## config.mk

```make
export PLATFORM = sky130hd
export DESIGN_NAME = k005297_dmaseq
export DESIGN_NICKNAME = d
export VERILOG_FILES = /design/src/rtl/k005297_dmaseq.sv
export SDC_FILE = /design/constraint.sdc
export NUM_CORES = 1
export LEC_CHECK = 0
export ABC_CLOCK_PERIOD_IN_PS = 2300
export CELL_PAD_IN_SITES_DETAIL_PLACEMENT = 1
export CELL_PAD_IN_SITES_GLOBAL_PLACEMENT = 2
export CORE_UTILIZATION = 27
export CTS_CLUSTER_SIZE = 14
export DETAILED_ROUTE_END_ITERATION = 6
export GPL_TIMING_DRIVEN = 0
export PLACE_DENSITY = 0.8
export SLEW_MARGIN = 30
export SYNTH_ARGS = -nofsm -noshare
export SYNTH_HDL_FRONTEND = slang
export SYNTH_SLANG_ARGS = --single-unit
```

## constraint.sdc

```tcl
create_clock -name i_MCLK -period 2.3 [get_ports i_MCLK]
set_input_delay 0.345 -clock i_MCLK [delete_from_list [all_inputs] [get_ports i_MCLK]]
set_output_delay 0.345 -clock i_MCLK [all_outputs]
set_load 0.05 [all_outputs]
```

## src/rtl/k005297_dmaseq.sv

```systemverilog
// k005297_dmaseq: bubble<->RAM word DMA sequencer; optional 16-word tenure limit via K005297_DMASEQ_BURST_LIMIT_EN.
// Latency: one 4 MHz enable per state step, 8 enables per word; stalls in WAIT_ACT/RELEASE until the frontend grants/releases the bus.
module k005297_dmaseq (
    input  logic        i_MCLK,
    input  logic        i_SYS_RST_n,
    input  logic        i_CLK4M_PCEN_n,
    input  logic [7:0]  i_ROT8,
    input  logic        i_XFER_REQ,
    input  logic        i_XFER_DIR,
    input  logic [22:0] i_BASE_ADDR,
    input  logic [7:0]  i_WORD_CNT,
    input  logic        i_ABORT,
    input  logic        i_DMA_ACT,
    input  logic        i_ALD_EN,
    output logic        o_BR_START_n,
    output logic        o_DMA_END,
    output logic [22:0] o_ADDR,
    output logic        o_R_nW,
    output logic        o_AS_n,
    output logic        o_DS_n,
    output logic        o_WORD_STB,
    output logic        o_BUSY,
    output logic        o_DONE
);

    typedef enum logic [2:0] {
        S_IDLE, S_REQ, S_WAIT_ACT, S_XFER, S_END, S_RELEASE
    } state_t;

    state_t      state_q;
    logic [22:0] addr_q, addr_d;
    logic [8:0]  cnt_q, cnt_d;
    logic        dir_q, br_start_n_q, dma_end_q, strb_n_q, word_stb_q, done_q;
    logic        end_cnt_q, cyc_q, abort_q, cont_q;
    logic        en, bus_ok, last_word, limit_hit;
    logic        unused_rot;

    assign en        = ~i_CLK4M_PCEN_n;
    assign bus_ok    = i_DMA_ACT & i_ALD_EN;
    assign addr_d    = addr_q + 23'd1;
    assign cnt_d     = cnt_q - 9'd1;
    assign last_word = (cnt_q == 9'd1);
    // Strobe timing keys off phases 1/5/6 only; the rest of the rotor is informational.
    assign unused_rot = ^{i_ROT8[7], i_ROT8[4:2], i_ROT8[0]};

`ifdef K005297_DMASEQ_BURST_LIMIT_EN
    logic [3:0] burst_q;
    assign limit_hit = (burst_q == 4'd15);
`else
    assign limit_hit = 1'b0;
`endif

    always_ff @(posedge i_MCLK or negedge i_SYS_RST_n) begin
        if (!i_SYS_RST_n) begin
            state_q      <= S_IDLE;
            addr_q       <= '0;
            cnt_q        <= '0;
            dir_q        <= 1'b1;
            br_start_n_q <= 1'b1;
            dma_end_q    <= 1'b0;
            strb_n_q     <= 1'b1;
            word_stb_q   <= 1'b0;
            done_q       <= 1'b0;
            end_cnt_q    <= 1'b0;
            cyc_q        <= 1'b0;
            abort_q      <= 1'b0;
            cont_q       <= 1'b0;
`ifdef K005297_DMASEQ_BURST_LIMIT_EN
            burst_q      <= '0;
`endif
        end else if (en) begin
            word_stb_q <= 1'b0;
            done_q     <= 1'b0;
            case (state_q)
                S_IDLE: if (i_XFER_REQ) begin
                    addr_q  <= i_BASE_ADDR;
                    cnt_q   <= {(i_WORD_CNT == 8'd0), i_WORD_CNT};
                    dir_q   <= i_XFER_DIR;
                    cont_q  <= 1'b0;
                    state_q <= S_REQ;
                end
                S_REQ: begin
                    if (i_ABORT) begin
                        cont_q    <= 1'b0;
                        dma_end_q <= 1'b1;
                        state_q   <= S_END;
                    end else begin
                        br_start_n_q <= 1'b0;
                        state_q      <= S_WAIT_ACT;
                    end
                end
                S_WAIT_ACT: begin
                    br_start_n_q <= 1'b1;
                    if (i_ABORT) begin
                        cont_q    <= 1'b0;
                        dma_end_q <= 1'b1;
                        state_q   <= S_END;
                    end else if (i_DMA_ACT) begin
`ifdef K005297_DMASEQ_BURST_LIMIT_EN
                        burst_q <= '0;
`endif
                        state_q <= S_XFER;
                    end
                end
                S_XFER: begin
                    // A started word always runs to completion; abort only stops the next one.
                    if (cyc_q) begin
                        if (i_ABORT) abort_q <= 1'b1;
                        if (i_ROT8[5]) strb_n_q <= 1'b1;
                        if (i_ROT8[6]) begin
                            cyc_q      <= 1'b0;
                            word_stb_q <= 1'b1;
                            addr_q     <= addr_d;
                            cnt_q      <= cnt_d;
`ifdef K005297_DMASEQ_BURST_LIMIT_EN
                            burst_q    <= burst_q + 4'd1;
`endif
                            if (last_word || abort_q || i_ABORT || limit_hit) begin
                                cont_q    <= limit_hit && !last_word && !abort_q && !i_ABORT;
                                abort_q   <= 1'b0;
                                dma_end_q <= 1'b1;
                                state_q   <= S_END;
                            end
                        end
                    end else if (i_ABORT) begin
                        cont_q    <= 1'b0;
                        dma_end_q <= 1'b1;
                        state_q   <= S_END;
                    end else if (i_ROT8[1] && bus_ok) begin
                        cyc_q    <= 1'b1;
                        strb_n_q <= 1'b0;
                    end
                end
                S_END: begin
                    if (end_cnt_q) begin
                        end_cnt_q <= 1'b0;
                        dma_end_q <= 1'b0;
                        state_q   <= S_RELEASE;
                    end else begin
                        end_cnt_q <= 1'b1;
                    end
                end
                S_RELEASE: if (!i_DMA_ACT) begin
                    if (cont_q) begin
                        cont_q  <= 1'b0;
                        state_q <= S_REQ;
                    end else begin
                        done_q  <= 1'b1;
                        state_q <= S_IDLE;
                    end
                end
                default: state_q <= S_IDLE;
            endcase
        end
    end

    assign o_BR_START_n = br_start_n_q;
    assign o_DMA_END    = dma_end_q;
    assign o_ADDR       = addr_q;
    assign o_R_nW       = dir_q;
    assign o_AS_n       = strb_n_q | ~bus_ok;
    assign o_DS_n       = strb_n_q | ~bus_ok;
    assign o_WORD_STB   = word_stb_q;
    assign o_BUSY       = (state_q != S_IDLE);
    assign o_DONE       = done_q;

endmodule

```

## Word-level counts from Yosys, hierarchy flattened

Cells that the tools add are included.

- Output and inout bits: 31
- Flip-flop bits (word level): 45
- Memories: 0
- Memory bits (writable): 0
- Input port bits: 47
- Bits in latches: 0
- Memory bits (read-only): 0

- Equality and inequality tests: 18
- Shifts and indexed selects: 0
- Reduce and logical (&&, ||, !) cells: 22
- Add/subtract/negate cells: 2
- Bitwise gates (word level): 4
- Multipliers: 0
- Order comparisons: 0
- Mux-type cells: 53
- Divide/modulo/power cells: 0

Operators with widths:

| kind | count |
|---|---|
| $mux 23 | 3 |
| $pmux 23 s2 | 1 |
| $mux 1 | 31 |
| $mux 3 | 10 |
| $mux 9 | 3 |
| $add 23x1->23 const B | 1 |
| $pmux 3 s6 | 1 |
| $pmux 9 s2 | 1 |
| $reduce_and 5->1 | 3 |
| $ne 2x2->1 const B | 7 |
| $ne 3x3->1 const B | 4 |
| $eq 9x1->1 const B | 1 |
| $reduce_and 3->1 | 3 |
| $sub 9x1->9 const B | 1 |
| $logic_not 8->1 | 1 |
| $reduce_and 8->1 | 1 |
| $eq 3x2->1 const B | 2 |
| $eq 3x3->1 const B | 2 |
| $reduce_and 6->1 | 1 |
| $reduce_bool 2->1 | 3 |
| $reduce_bool 3->1 | 2 |
| $pmux 1 s4 | 1 |
| $reduce_and 2->1 | 2 |
| $reduce_bool 4->1 | 1 |
| other kinds (11) | 13 |

## Depth between registers and ports, before layout

- Depth in word-level cells: 7
- Mapped depth: 8
- Mapped depth without buffers: 7

## Worst setup path before layout

No wires, ideal clock.

- Kind: flip-flop to flip-flop
- Start point: register addr_q[0], in the netlist o_ADDR[0]
- End point: register addr_q[16], in the netlist o_ADDR[16]
- Setup slack: 99 ps
- Stages on the path, launching flop included: 7
- Data arrival time: 2135 ps
- Data required time: 2234 ps
- Setup time: 66 ps
- Path through: dfrtp_1 -> ha_1 -> nand4_1 -> nor4_2 -> a311oi_1 -> a31oi_1 -> o311a_1

- Word-level cells in the longest chain between the ends: 4

Ends and longest elaborated chain:

| what | RTL line | text |
|---|---|---|
| from (decl) | 31 | `logic [22:0] addr_q, addr_d;` |
| from (signal assigned) | 76 | `addr_q <= i_BASE_ADDR;` |
| from (signal assigned) | 113 | `addr_q <= addr_d;` |
| $add 23x1->23 | 40 | `assign addr_d = addr_q + 23'd1;` |
| $mux 23 | 110 | `if (i_ROT8[6]) begin` |
| $mux 23 | 107 | `if (cyc_q) begin` |
| $pmux 23 s2 | 74 | `case (state_q)` |

No other way between the ends. The select of a mux whose other input is x is not followed.
A chain may end at the register's enable or synchronous reset.

## Final worst setup path

- Start point: input port i_DMA_ACT
- End point: output port o_DS_n

- Word-level cells in the longest chain between the ends: 3

Ends and longest elaborated chain:

| what | RTL line | text |
|---|---|---|
| from (decl) | 13 | `input logic i_DMA_ACT,` |
| $and 1x1->1 | 39 | `assign bus_ok = i_DMA_ACT & i_ALD_EN;` |
| $not 1->1 | 162 | `assign o_DS_n = strb_n_q \| ~bus_ok;` |
| $or 1x1->1 | 162 |  |
| to (decl) | 20 | `output logic o_DS_n,` |

No other way between the ends.

==> impl_summary.log <==
[metrics] number of iterations in the first detailed-routing pass: 4
[metrics] portion of the clock cycle consumed by the worst path in the final layout: 0.972
[metrics] core area: 9860 sq um
[metrics] combinational group share of total power: 0.543
[metrics] clock tree root buffer cell: sky130_fd_sc_hd__clkbuf_8
[metrics] horizontal die dimension: 103 um
[metrics] detailed-route vias per instance: 5.40
[metrics] clock tree from TritonCTS: built
[metrics] TritonCTS sink count: 45
[metrics] cell count after placement: 541
[metrics] leading register cell type out of synthesis: sky130_fd_sc_hd__dfrtp_1
[metrics] largest net degree at the start of global routing: 33
[metrics] final std cells w/o fill: 552
[metrics] starting density of the core: 0.281
[metrics] remaining antenna violation count: 0
[metrics] TritonCTS Buffers: 5
[metrics] Rows: 36
[metrics] power share of the sequential group: 0.326
[metrics] slew at the pin closest to its max-slew limit: 0.713 ns
[metrics] Die Area: 10700 sq um
[metrics] Post-Synthesis Cells: 336
[metrics] status: finished clean
[metrics] Yosys cell types: 55
[metrics] total vias in the final route: 2981
[metrics] overall routing resource usage: 0.200
[metrics] unrepaired setup endpoints after global routing: no
[metrics] sequential element share of the synthesized area: 0.407
[metrics] fmax: 447 MHz
[metrics] Worst setup EP type: output port
[metrics] number of nets in the synthesized netlist: 386
[metrics] hold_ws: 0.383 ns
[metrics] path class of the lowest-slack min-delay path: in2reg
[metrics] Slew Viols, Final: 0
[metrics] gr ovfl total: 0
[metrics] Critical Path Fanout Max: 5
[metrics] Post-Route Setup TNS: 0 ns
[metrics] switching power as a share of total power: 0.504
[metrics] number of enable flip-flop cells after synthesis: 0
[metrics] critical path launch point type: primary input
[metrics] mapped cell area: 2770 sq um
[metrics] PwrDens: 1280 nW/um^2
[metrics] hpwl dp: 7260 um
[metrics] Total Routed Length: 10000 um
[metrics] worst-case vdd ir drop: 0.418 mV
[metrics] synthesis warning total: 0
[metrics] clock insertion delay at the later pin of the skew report: 0.30 ns
[metrics] number of diodes added for antenna fixing: 0
[metrics] maximum buffer depth of the clock tree: 2
[metrics] area grow syn2layout: 39.4%
[metrics] leak pwr: 1.48 nW
[metrics] Buffers on Ports: 71
[metrics] total DRC errors in the routed layout: 0
[metrics] switching component of the power: 2.49 mW
[metrics] Final nets: 468
[metrics] average routed wire per standard cell: 18.1 um
[metrics] share of layout cells above drive strength 1: 0.0931
[metrics] max-capacitance violation count: 0
[metrics] mean instance size in the synthesized netlist: 8.25 sq um
[metrics] gpl congestion: 0.807
[metrics] Clock Skews: 0.00779 ns
[metrics] # H-tree levels: 2
[metrics] first-pass GRT wire length: 16300 um
[metrics] detailed router's first-iteration violation count: 154
[metrics] final critical delay including setup and external delays: 2.23 ns
[metrics] antenna violations before repair: 0
[metrics] Setup Viol. Count Final: 0
[metrics] I/O pin count: 78
[metrics] Worst-path clk slew: 0.08 ns
[metrics] register bit total from synthesis: 45
[metrics] Int Power: 2.45 mW
[metrics] arrival time at the worst endpoint: 1.89 ns
[metrics] proportion of register bits with asynchronous set or reset after synthesis: 1.00
[metrics] die extent in y: 103 um
[metrics] final hold violation count: 0
[metrics] slew margin rel.: 0.521
[metrics] post-layout power: 4.94 mW
[metrics] worst setup path category: in2out
[metrics] fillcell total: 1168
[metrics] required time reported for the critical path endpoint: 1.96 ns
[metrics] share of power burned in the clock network: 0.131
[metrics] number of global-route vias before repair: 3075
[logic make-up after synthesis]
group,after synthesis,share of synthesized area
AND/OR/NAND/NOR,132,0.250
flip-flops,45,0.407
multiplexers,4,0.0149
adder cells (fa/ha/maj),3,0.0135
XOR/XNOR,1,0.00316
buffers and inverters,28,0.0411
AO/OA/AOI/OAI,123,0.270
[flip-flops by register name, indices dropped and copies added, names as in the netlist]
register	count
o_BR_START_n	1
abort_q	1
o_ADDR	23
o_WORD_STB	1
cnt_q	9
o_R_nW	1
cont_q	1
state_q	3
end_cnt_q	1
cyc_q	1
strb_n_q	1
o_DONE	1
o_DMA_END	1
[layout by cell type, fill, tap and decap left out, types with 6 or more instances in the layout]
master                            count
sky130_fd_sc_hd__a21oi_1             36
sky130_fd_sc_hd__a31oi_1             10
sky130_fd_sc_hd__clkbuf_1            12
sky130_fd_sc_hd__clkbuf_2             6
sky130_fd_sc_hd__clkbuf_8             6
sky130_fd_sc_hd__clkdlybuf4s50_1     67
sky130_fd_sc_hd__dfrtp_1             42
sky130_fd_sc_hd__nand2_1             27
sky130_fd_sc_hd__nand3_1             14
sky130_fd_sc_hd__nand4_1              8
sky130_fd_sc_hd__nor2_1              36
sky130_fd_sc_hd__nor3_1              11
sky130_fd_sc_hd__o21ai_0             42
[timing repair]
item                                    in CTS  in global routing
gates resized for setup                     13                  7
endpoints found under the setup margin      27                 31
buffers inserted                             0                  3
hold buffers                                 1                  0
pin swaps                                    0                  1
endpoints found under the hold margin       10                  0
[Yosys cell counts, types with 3 or more instances]
cell type,count,area (sq um)
sky130_fd_sc_hd__nor3_1,11,55.1
sky130_fd_sc_hd__a21oi_1,36,180
sky130_fd_sc_hd__or3_1,3,18.8
sky130_fd_sc_hd__clkbuf_1,18,67.6
sky130_fd_sc_hd__nor2_1,36,135
sky130_fd_sc_hd__o22ai_1,3,18.8
sky130_fd_sc_hd__buf_2,4,20.0
sky130_fd_sc_hd__a22oi_1,3,22.5
sky130_fd_sc_hd__o21ai_0,42,210
sky130_fd_sc_hd__a2bb2oi_1,4,35.0
sky130_fd_sc_hd__mux2i_1,3,30.0
sky130_fd_sc_hd__nor4_1,3,18.8
sky130_fd_sc_hd__dfstp_2,3,78.8
sky130_fd_sc_hd__nand3_1,15,75.1
sky130_fd_sc_hd__a211oi_1,3,22.5
sky130_fd_sc_hd__nand4_1,8,50.1
sky130_fd_sc_hd__and3_1,3,18.8
sky130_fd_sc_hd__o2bb2ai_1,5,43.8
sky130_fd_sc_hd__and2_1,3,18.8
sky130_fd_sc_hd__a31oi_1,10,62.6
sky130_fd_sc_hd__dfrtp_1,42,1050
sky130_fd_sc_hd__nand2b_1,3,18.8
sky130_fd_sc_hd__ha_1,3,37.5
sky130_fd_sc_hd__nand2_1,27,101
sky130_fd_sc_hd__inv_1,4,15.0
[critical path, cell delays in order]
cell	delay, ns
sky130_fd_sc_hd__clkdlybuf4s50_1	0.59
sky130_fd_sc_hd__nand2_1	0.11
sky130_fd_sc_hd__or2_2	0.29
sky130_fd_sc_hd__buf_4	0.13
sky130_fd_sc_hd__dlygate4sd2_1	0.41
[routing by layer]
metal	up-vias	track usage	part of all wire	wire [um]
li1	1416	-	-	-
met1	1499	0.279	0.49	4930
met2	56	0.333	0.46	4630
met3	10	0.0195	0.033	330
met4	0	0.0466	0.012	119
met5	-	0	0	0
[stage by stage]
stage	utilization	cell area, sq um	setup WS (ns)
finish	0.392	3860	0.0654
global route	0.392	3860	0.00442
CTS	0.387	3820	-0.00428
detailed placement	0.372	3670	-0.240
global placement	0.370	3650	-0.630
floorplan	-	2770	0.0986
[worst paths after layout]
kind / startpoint / to / slack (ns) / depth (start not counted)
setup / recovery: i_DMA_ACT / o_DS_n / 0.07 / 5
setup reg to reg: cnt_q[5]$_DFFE_PN0P_ / state_q[0]$_DFFE_PN0P_ / 0.13 / 6
hold reg to reg: end_cnt_q$_DFFE_PN0P_ / end_cnt_q$_DFFE_PN0P_ / 0.48 / 1
min in group asynchronous: i_SYS_RST_n / o_WORD_STB$_DFFE_PN0N_ / 0.44 / 2
max in group asynchronous: i_SYS_RST_n / o_ADDR[10]$_DFFE_PN0P_ / 1.42 / 3
hold / removal: i_CLK4M_PCEN_n / o_DONE$_DFFE_PN0N_ / 0.38 / 2
[final cells by class]
type | count | area (sq um) | share of cell area
buffer | 23 | 104 | 0.0269
inverter | 4 | 15.0 | 0.00389
sequential | 45 | 1130 | 0.292
timing repair buffer | 76 | 759 | 0.197
clock buffer | 7 | 86.3 | 0.0223
clock inverter | 1 | 30.0 | 0.00777
multi-input combinational | 263 | 1570 | 0.407
tap | 133 | 166 | 0.0431
[power groups by stage]
stage               registers [mW]  logic, mW  clock network, mW
global route                  1.67       2.91              0.689
CTS                           1.59       2.67              0.664
finish                        1.61       2.68              0.647
detailed placement            1.60       2.65                  0
global placement              1.59       2.60                  0
floorplan                     2.27      0.997                  0
(Power assumes the default switching activity.)
